<file path="src/rtl/way_age_tracker.sv">
// Per-set replacement-age tracker: one saturating age counter and one valid bit
// per way. It applies one event per edge (flush > invalidate > fill > access),
// can halve every age periodically, and reports the lowest invalid way.
module way_age_tracker #(
    parameter int unsigned NUM_WAY                  = 8,
    parameter int unsigned WAY_PTR_WIDTH_IN_BITS    = $clog2(NUM_WAY) + 1,
    parameter int unsigned SINGLE_WAY_WIDTH_IN_BITS = 4,
    parameter int unsigned DECAY_PERIOD             = 64
) (
    input  logic                                         clk_in,
    input  logic                                         reset_in,
    input  logic                                         access_valid_in,
    input  logic [WAY_PTR_WIDTH_IN_BITS-1:0]             access_way_in,
    input  logic                                         fill_valid_in,
    input  logic [WAY_PTR_WIDTH_IN_BITS-1:0]             fill_way_in,
    input  logic                                         invalidate_valid_in,
    input  logic [WAY_PTR_WIDTH_IN_BITS-1:0]             invalidate_way_in,
    input  logic                                         flush_in,
    output logic [SINGLE_WAY_WIDTH_IN_BITS*NUM_WAY-1:0]  age_flatted_out,
    output logic [NUM_WAY-1:0]                           valid_out,
    output logic                                         all_valid_out,
    output logic [WAY_PTR_WIDTH_IN_BITS-1:0]             first_invalid_way_out,
    output logic                                         conflict_out
);

    localparam int unsigned W        = SINGLE_WAY_WIDTH_IN_BITS;
    localparam int unsigned CntW     = (DECAY_PERIOD > 1) ? $clog2(DECAY_PERIOD) : 1;
    localparam int unsigned CntLast  = (DECAY_PERIOD > 0) ? DECAY_PERIOD - 1 : 0;
    localparam logic [W-1:0] AgeMax  = '1;
    localparam logic [CntW-1:0] CntLastV = CntW'(CntLast);

    logic [NUM_WAY-1:0][W-1:0] age_q, age_d;
    logic [NUM_WAY-1:0]        valid_q, valid_d;
    logic [CntW-1:0]           cnt_q, cnt_d;
    logic                      conflict_q, conflict_d;

    logic [NUM_WAY-1:0]        acc_oh, fill_oh, inv_oh;
    logic                      acc_hit;
    logic                      decay_tick;
    logic [2:0]                n_evt;

    function automatic logic [W-1:0] sat_inc(input logic [W-1:0] a);
        return (a == AgeMax) ? a : a + W'(1);
    endfunction

    // Decode way indices to one-hot masks; out-of-range indices match no way.
    always_comb begin
        acc_oh  = '0;
        fill_oh = '0;
        inv_oh  = '0;
        for (int unsigned i = 0; i < NUM_WAY; i++) begin
            acc_oh[i]  = (access_way_in == WAY_PTR_WIDTH_IN_BITS'(i));
            fill_oh[i] = (fill_way_in == WAY_PTR_WIDTH_IN_BITS'(i));
            inv_oh[i]  = (invalidate_way_in == WAY_PTR_WIDTH_IN_BITS'(i));
        end
        acc_hit = |(acc_oh & valid_q);
    end

    // Next-state: apply the single highest-priority event, then the decay shift.
    always_comb begin
        age_d      = age_q;
        valid_d    = valid_q;
        decay_tick = (DECAY_PERIOD != 0) && (cnt_q == CntLastV);
        n_evt      = 3'(flush_in) + 3'(invalidate_valid_in) + 3'(fill_valid_in)
                   + 3'(access_valid_in);
        conflict_d = (n_evt > 3'd1);

        if (flush_in) begin
            age_d   = '0;
            valid_d = '0;
        end else if (invalidate_valid_in) begin
            for (int unsigned i = 0; i < NUM_WAY; i++) begin
                if (inv_oh[i]) begin
                    valid_d[i] = 1'b0;
                    age_d[i]   = '0;
                end
            end
        end else if (fill_valid_in) begin
            if (|fill_oh) begin
                for (int unsigned i = 0; i < NUM_WAY; i++) begin
                    if (fill_oh[i]) begin
                        valid_d[i] = 1'b1;
                        age_d[i]   = '0;
                    end else if (valid_q[i]) begin
                        age_d[i] = sat_inc(age_q[i]);
                    end
                end
            end
        end else if (access_valid_in && acc_hit) begin
            for (int unsigned i = 0; i < NUM_WAY; i++) begin
                if (acc_oh[i]) begin
                    age_d[i] = '0;
                end else if (valid_q[i]) begin
                    age_d[i] = sat_inc(age_q[i]);
                end
            end
        end

        if (decay_tick) begin
            for (int unsigned i = 0; i < NUM_WAY; i++) begin
                age_d[i] = age_d[i] >> 1;
            end
        end

        if (flush_in || (DECAY_PERIOD == 0) || decay_tick) begin
            cnt_d = '0;
        end else begin
            cnt_d = cnt_q + CntW'(1);
        end
    end

    // State registers with synchronous reset overriding all events.
    always_ff @(posedge clk_in) begin
        if (reset_in) begin
            age_q      <= '0;
            valid_q    <= '0;
            cnt_q      <= '0;
            conflict_q <= 1'b0;
        end else begin
            age_q      <= age_d;
            valid_q    <= valid_d;
            cnt_q      <= cnt_d;
            conflict_q <= conflict_d;
        end
    end

    // Lowest invalid way; scanning downward lets the lowest index win.
    always_comb begin
        first_invalid_way_out = '0;
        for (int i = int'(NUM_WAY) - 1; i >= 0; i--) begin
            if (!valid_q[i]) begin
                first_invalid_way_out = WAY_PTR_WIDTH_IN_BITS'(i);
            end
        end
    end

    assign age_flatted_out = age_q;
    assign valid_out       = valid_q;
    assign all_valid_out   = &valid_q;
    assign conflict_out    = conflict_q;

endmodule

</file>
<file path="config.mk">
export PLATFORM = sky130hd
export DESIGN_NAME = way_age_tracker
export DESIGN_NICKNAME = d
export VERILOG_FILES = /design/src/rtl/way_age_tracker.sv
export SDC_FILE = /design/constraint.sdc
export NUM_CORES = 1
export LEC_CHECK = 0
export ABC_CLOCK_PERIOD_IN_PS = 2200
export BUFFER_PORTS_ARGS = -buffer_cell sky130_fd_sc_hd__buf_2
export CAP_MARGIN = 20
export CORE_AREA = 2 2 89 91
export CTS_BUF_LIST = sky130_fd_sc_hd__clkbuf_4
export CTS_CLUSTER_DIAMETER = 60
export DETAILED_ROUTE_END_ITERATION = 10
export DIE_AREA = 0 0 91 93
export PLACE_DENSITY = 0.88
export REMOVE_ABC_BUFFERS = 1
export SLEW_MARGIN = 20
export SYNTH_ARGS = -nofsm -noshare
export SYNTH_HDL_FRONTEND = slang
export SYNTH_SLANG_ARGS = --single-unit
</file>
<file path="constraint.sdc">
create_clock -name clk_in -period 2.2 [get_ports clk_in]
set_clock_uncertainty 0.1 [all_clocks]
set_input_delay 0.22 -clock clk_in [delete_from_list [all_inputs] [get_ports clk_in]]
set_output_delay 0.22 -clock clk_in [all_outputs]
set_load 0.05 [all_outputs]
</file>
Word-level counts from Yosys, hierarchy flattened
Cells that the tools add are included.
Widths: inputs -> output; s select.

operators by class
  $add $sub $neg = 12
  $lt $le $gt $ge = 1
  eq/ne operators = 47
  multiplexer cells = 73
  bitwise operators = 1
  reductions and logical operators = 38

operators with widths
  kind                 number
  $mux 32              5
  $mux 4               40
  $eq 4x3->1 const B   12
  $add 4x1->4 const B  8
  $eq 4x4->1 const B   8
  $ne 4x1->1 const B   8
  $reduce_and 4->1     8
  $mux 31              1
  $eq 4x2->1 const B   6
  $mux 3               8
  $mux 8               3
  $reduce_and 3->1     8
  $reduce_bool 2->1    10
  $mux 1               16
  $ne 2x1->1 const B   8
  $reduce_or 8->1      2
  $eq 4x1->1 const B   3
  $logic_not 4->1      3
  $and 8x8->8          1
  $reduce_and 8->1     1
  $add 6x1->6 const B  1
  $eq 6x6->1 const B   1
  $reduce_or 2->1      3
  $ne 5x1->1 const B   1
  7 further kinds      7

word-level totals
  register bits after elaboration = 47
  output and inout port bits = 46

Longest topological paths before layout
  depth after elaboration = 9
  gate-level depth with buffers = 9

Worst setup path before layout
No wires, ideal clock.

  path kind = register to output
  start = register valid_q[6], in the netlist valid_out[6]
  end = output port first_invalid_way_out[0]
  arrival time = 2.415 ns
  path slack = -0.535 ns
  cell stages (with the launch flop) = 8
  cells stage by stage = dfxtp_1 > clkbuf_1 > inv_1 > o21ai_0 > nand2_1 > nand2_1 > nand2_1 > a21boi_0

on the way
  word-level cells in the longest chain between the ends = 7

ends and longest elaborated chain
  item                      RTL line  RTL
  start: declaration        33        logic [NUM_WAY-1:0] valid_q, valid_d;
  start signal: assignment  121       valid_q <= valid_d;
  $mux 3 (7 in a row)       131       if (!valid_q[i]) begin
  end: declaration          22        output logic [WAY_PTR_WIDTH_IN_BITS-1:0] first_invalid_way_out,

Every way passes these cells.

Worst setup path in the final report
  start = register valid_q[0], in the netlist valid_out[0]
  end = register age_q (netlist bit age_flatted_out[22])

on the way
  word-level cells in the longest chain between the ends = 8

ends and longest elaborated chain
  item                    RTL line  RTL
  $and 8x8->8             56        acc_hit = |(acc_oh & valid_q);
  $reduce_or 8->1         56
  $logic_and 1x1->1       89        end else if (access_valid_in && acc_hit) begin
  $mux 32                 89
  $mux 32                 78        end else if (fill_valid_in) begin
  $mux 32                 71        end else if (invalidate_valid_in) begin
  $mux 32                 68        if (flush_in) begin
  $mux 31                 99        if (decay_tick) begin
  end signal: assignment  120       age_q <= age_d;
  end: declaration        32        logic [NUM_WAY-1:0][W-1:0] age_q, age_d;

Every way passes these cells. The select of a mux whose other input is x is not followed.
A chain may end at the register's enable or synchronous reset.

==> summary.txt <==
Critical path
  • Crit path capture type: flop
  • Reg2reg setup slack: -0.27 ns
  • Critical Path Start: valid_out[0]
  • CP Launch Type: flop
  • CP Capture Point: age_flatted_out[22]
  • Arrival @ worst endpoint: 2.68 ns
  • Reg2reg start: valid_out[0]
  • R2R cell count: 7
  • Crit-path max FO: 4
  • Buffer and inverter count on the worst path: 1
  • Req. time, crit path: around 2.4 ns
  • CP max stage cell: or3b_4
  • CP max stage delay: 0.39 ns
  • Reg-to-Reg End: age_flatted_out[22]
  • Crit path max-delay family: compound AO/OA/AOI/OAI gates
  • Critical path depth: 7
  • CP Cell Sequence: or3b_4 -> a211oi_4 -> nor4_4 -> buf_4 -> a21oi_1 -> mux2_2 -> a311oi_2
  • Crit Path Category: reg2reg

Layout
  • Area Overhead vs Synth: 37.55%
  • Layout cells sized above 1: 0.3767
  • Reg area: 943.4 µm²
  • Area of the multi-input gates: about 3200 µm²
  • Fillcell total: around 570
  • Nets@finish: about 630
  • Diode count: 0

Logic synthesis
  • Synth Flop Type: dfxtp_1
  • Post-synthesis mux area share: 0.04393
  • Syn Area/Cell: about 7.7 µm²
  • Adder-Cell Fraction of Synth Area: 0.03449
  • Post-synth ARST share: 0
  • Xor/xnor share of the synthesized area: 0.02733
  • Top cells by area, synth: dfxtp_1 (24%), a21oi_1 (4.0%), nand2_1 (3.7%)
  • Cell accounting for the most synthesized area: dfxtp_1
  • Complex-gate fraction of the synthesized area: 0.3277
  • Ys Warns: 0
  • Post-Synthesis Cells: about 500
  • Synth Cell Area: roughly 3800 µm²
  • Register area share after synthesis: 0.2447
  • FF+latch count, synth: between 40 and 50
  • Post-synth EDFFs: 0
  • Post-synth cell types: 65
  • Yosys top cell area share: 0.2447
  • Area share of and/or/nand/nor cells after synthesis: 0.2649
  • Main combinational cell family by area after synthesis: compound AO/OA/AOI/OAI gates

Routing
  • Iter 0 DRT Violations: 565
  • Post-route ant nets: 0
  • Vias: 5020
  • WL per Instance: around 22 µm
  • Detailed Route WL: around 15000 µm
  • Vias per std cell: between 7 and 8
  • Initial DRT Pass Iterations: 8
  • Drt drc: 0

STA
  • Max transition margin: 0.4438
  • Worst slew pin tran: ~0.83 ns
  • Tcrit/Tclk final: 1.122
  • Setup TNS: -5.788 ns
  • RSZ-0062 raised after global routing: yes
  • Max Clk Rate: 405.0 MHz
  • Worst hold slack: about 0.085 ns
  • Slew Viols, Final: 0
  • Fin crit period: 2.469 ns
  • Setup ws final: -0.2689 ns
  • Setup Viol. Count Final: 31
  • Final hold vios: 0

Floorplanning
  • Die Width: roughly 91 µm
  • Die Area: between 8000 and 9000 µm²
  • Core Rows: 32
  • Die H: between 90 and 100 µm
  • Starting density of the core: 0.5108
  • I/O pin total: 64
  • Core area: 7527 µm²

Clock network
  • Clock Latency Late Sink: 0.39 ns
  • Clock buffer count from CTS: 5
  • TritonCTS clock tree: built
  • CTS Hold Buffers Added: 0
  • H-tree depth: 2
  • CTS Buffer Depth: 2
  • Root Buffer Master: clkbuf_4
  • CTS clk-pin slew, worst paths: between 0.15 and 0.2 ns
  • Sink Count: between 40 and 50

GRT
  • Largest net degree at the start of global routing: 24
  • GRT Residual Overflow: 0
  • Gr usage total: 0.3364
  • Vias in the first global route: 4580
  • Global-route wire length before repair: 22890 µm
  • Antenna violations before repair: 0

Placed design
  • IO buf count: between 60 and 70
  • Detailed placement HPWL: around 9600 µm
  • RePlAce Congestion: around 1.0

Outcome
  • Status: finished, violations left
  • Violated checks: negative setup slack

Power
  • Leakage: ~0.0019 µW
  • Pwr/cell area: roughly 340 nW/µm²
  • Peak supply drop: approximately 0.22 mV
  • Total chip power: around 1800 µW

Flow run
  • Max cap viols: 0

Worst hold path
  • Min-Delay Path Class: in2reg
## state kept, by name, indices dropped and copies added, names as in the netlist
register         count
age_flatted_out     32
cnt_q                6
conflict_out         1
valid_out            8
## cell families (layout without fill, tap and decap cells)
logic type | after synthesis | in the layout
flip-flops | 47 | 47
buffers and inverters | 47 | 147
other | 1 | 1
multiplexers | 16 | 16
XOR/XNOR | 12 | 12
adder cells (fa/ha/maj) | 10 | 10
AND/OR/NAND/NOR | 190 | 190
AO/OA/AOI/OAI | 176 | 177
## report_power, final
part,switching [µW],internal [µW],total (µW)
sequential,18.2,867,885
clock,327,137,465
combinational,304,167,471
total,649,1170,1820
## Yosys cell counts, types with 8 or more instances
library cell  number
mux2i_1            9
a21boi_0           8
nand2_1           38
o211ai_1          17
nand4_1           11
nor2_1            38
or4_1              8
dfxtp_1           47
a221oi_1           8
clkbuf_1          28
xnor2_1            9
o21ai_0           25
a31oi_1           10
a21oi_1           31
ha_1               9
nand3_1           28
nor2b_1            8
o31ai_1           17
a311oi_1          16
nand2b_1          11
or3_1             10
## worst reg2reg max path, stage by stage, from the launching register on
cell and delay, ns:
dfxtp_2 0.37, or3b_4 0.39, a211oi_4 0.31, nor4_4 0.08, buf_4 0.17, a21oi_1 0.33
mux2_2 0.39, a311oi_2 0.26
## layer usage
metal / global-route usage / share of wire / vias to the layer above / routed length [µm]
li1: - / - / 2133 / -
met4: 0.1856 / 0.071 / 0 / 1104
met3: 0.04029 / 0.12 / 123 / 1843
met2: 0.5642 / 0.45 / 450 / 7021
met1: 0.4217 / 0.36 / 2314 / 5500
met5: 0 / 0 / - / 0
## stage by stage
step | cell area (µm²) | utilization | worst slack [ns] | std cells
2_1_floorplan | 3652 | - | -0.8137 | 458
4_1_cts | 5050 | 0.6709 | -0.2046 | 699
5_1_grt | 5289 | 0.7026 | -0.3383 | 702
3_3_place_gp | 4606 | 0.6119 | -0.4070 | 685
3_5_place_dp | 4606 | 0.6119 | -0.5058 | 685
6_report | 5289 | 0.7026 | -0.2689 | 702
## how the worst min path moves through the flow
stage                   startpoint  cells after the start            endpoint
2_1_floorplan             reset_in                      1  age_flatted_out[5]
3_3_place_gp              cnt_q[0]                      1            cnt_q[0]
3_5_place_dp              cnt_q[0]                      1            cnt_q[0]
4_1_cts        invalidate_valid_in                      3        conflict_out
5_1_grt        invalidate_valid_in                      3        conflict_out
6_report       invalidate_valid_in                      3        conflict_out
## what timing repair did
action | in CTS | in global routing
endpoints found under the setup margin | 31 | 32
gates cloned | 1 | 0
setup buffers | 6 | 5
pin swaps | 33 | 23
resized for setup | 68 | 48
## cell usage in the layout (no fill, tap or decap), drive strengths merged, types with 8 or more instances in the layout
cell type	instances
a211oi	9
a21boi	9
a21oi	33
a221oi	8
a311oi	16
a31oi	10
buf	133
dfxtp	47
ha	9
mux2i	9
nand2	38
nand2b	11
nand3	28
nand4	11
nor2	38
nor2b	8
o211ai	17
o21ai	27
o311ai	8
o31ai	17
or3	10
or4	8
xnor2	9
## final cells by class
| class | instances | area share |
|---|---|---|
| clock buffer | 6 | 0.008517 |
| clock inverter | 2 | 0.002366 |
| inverter | 6 | 0.004258 |
| multi-input combinational | 406 | 0.5985 |
| sequential | 47 | 0.1784 |
| tap | 102 | 0.02413 |
| timing repair buffer | 133 | 0.1838 |
No activity file was read; power rests on OpenSTA's default activity.
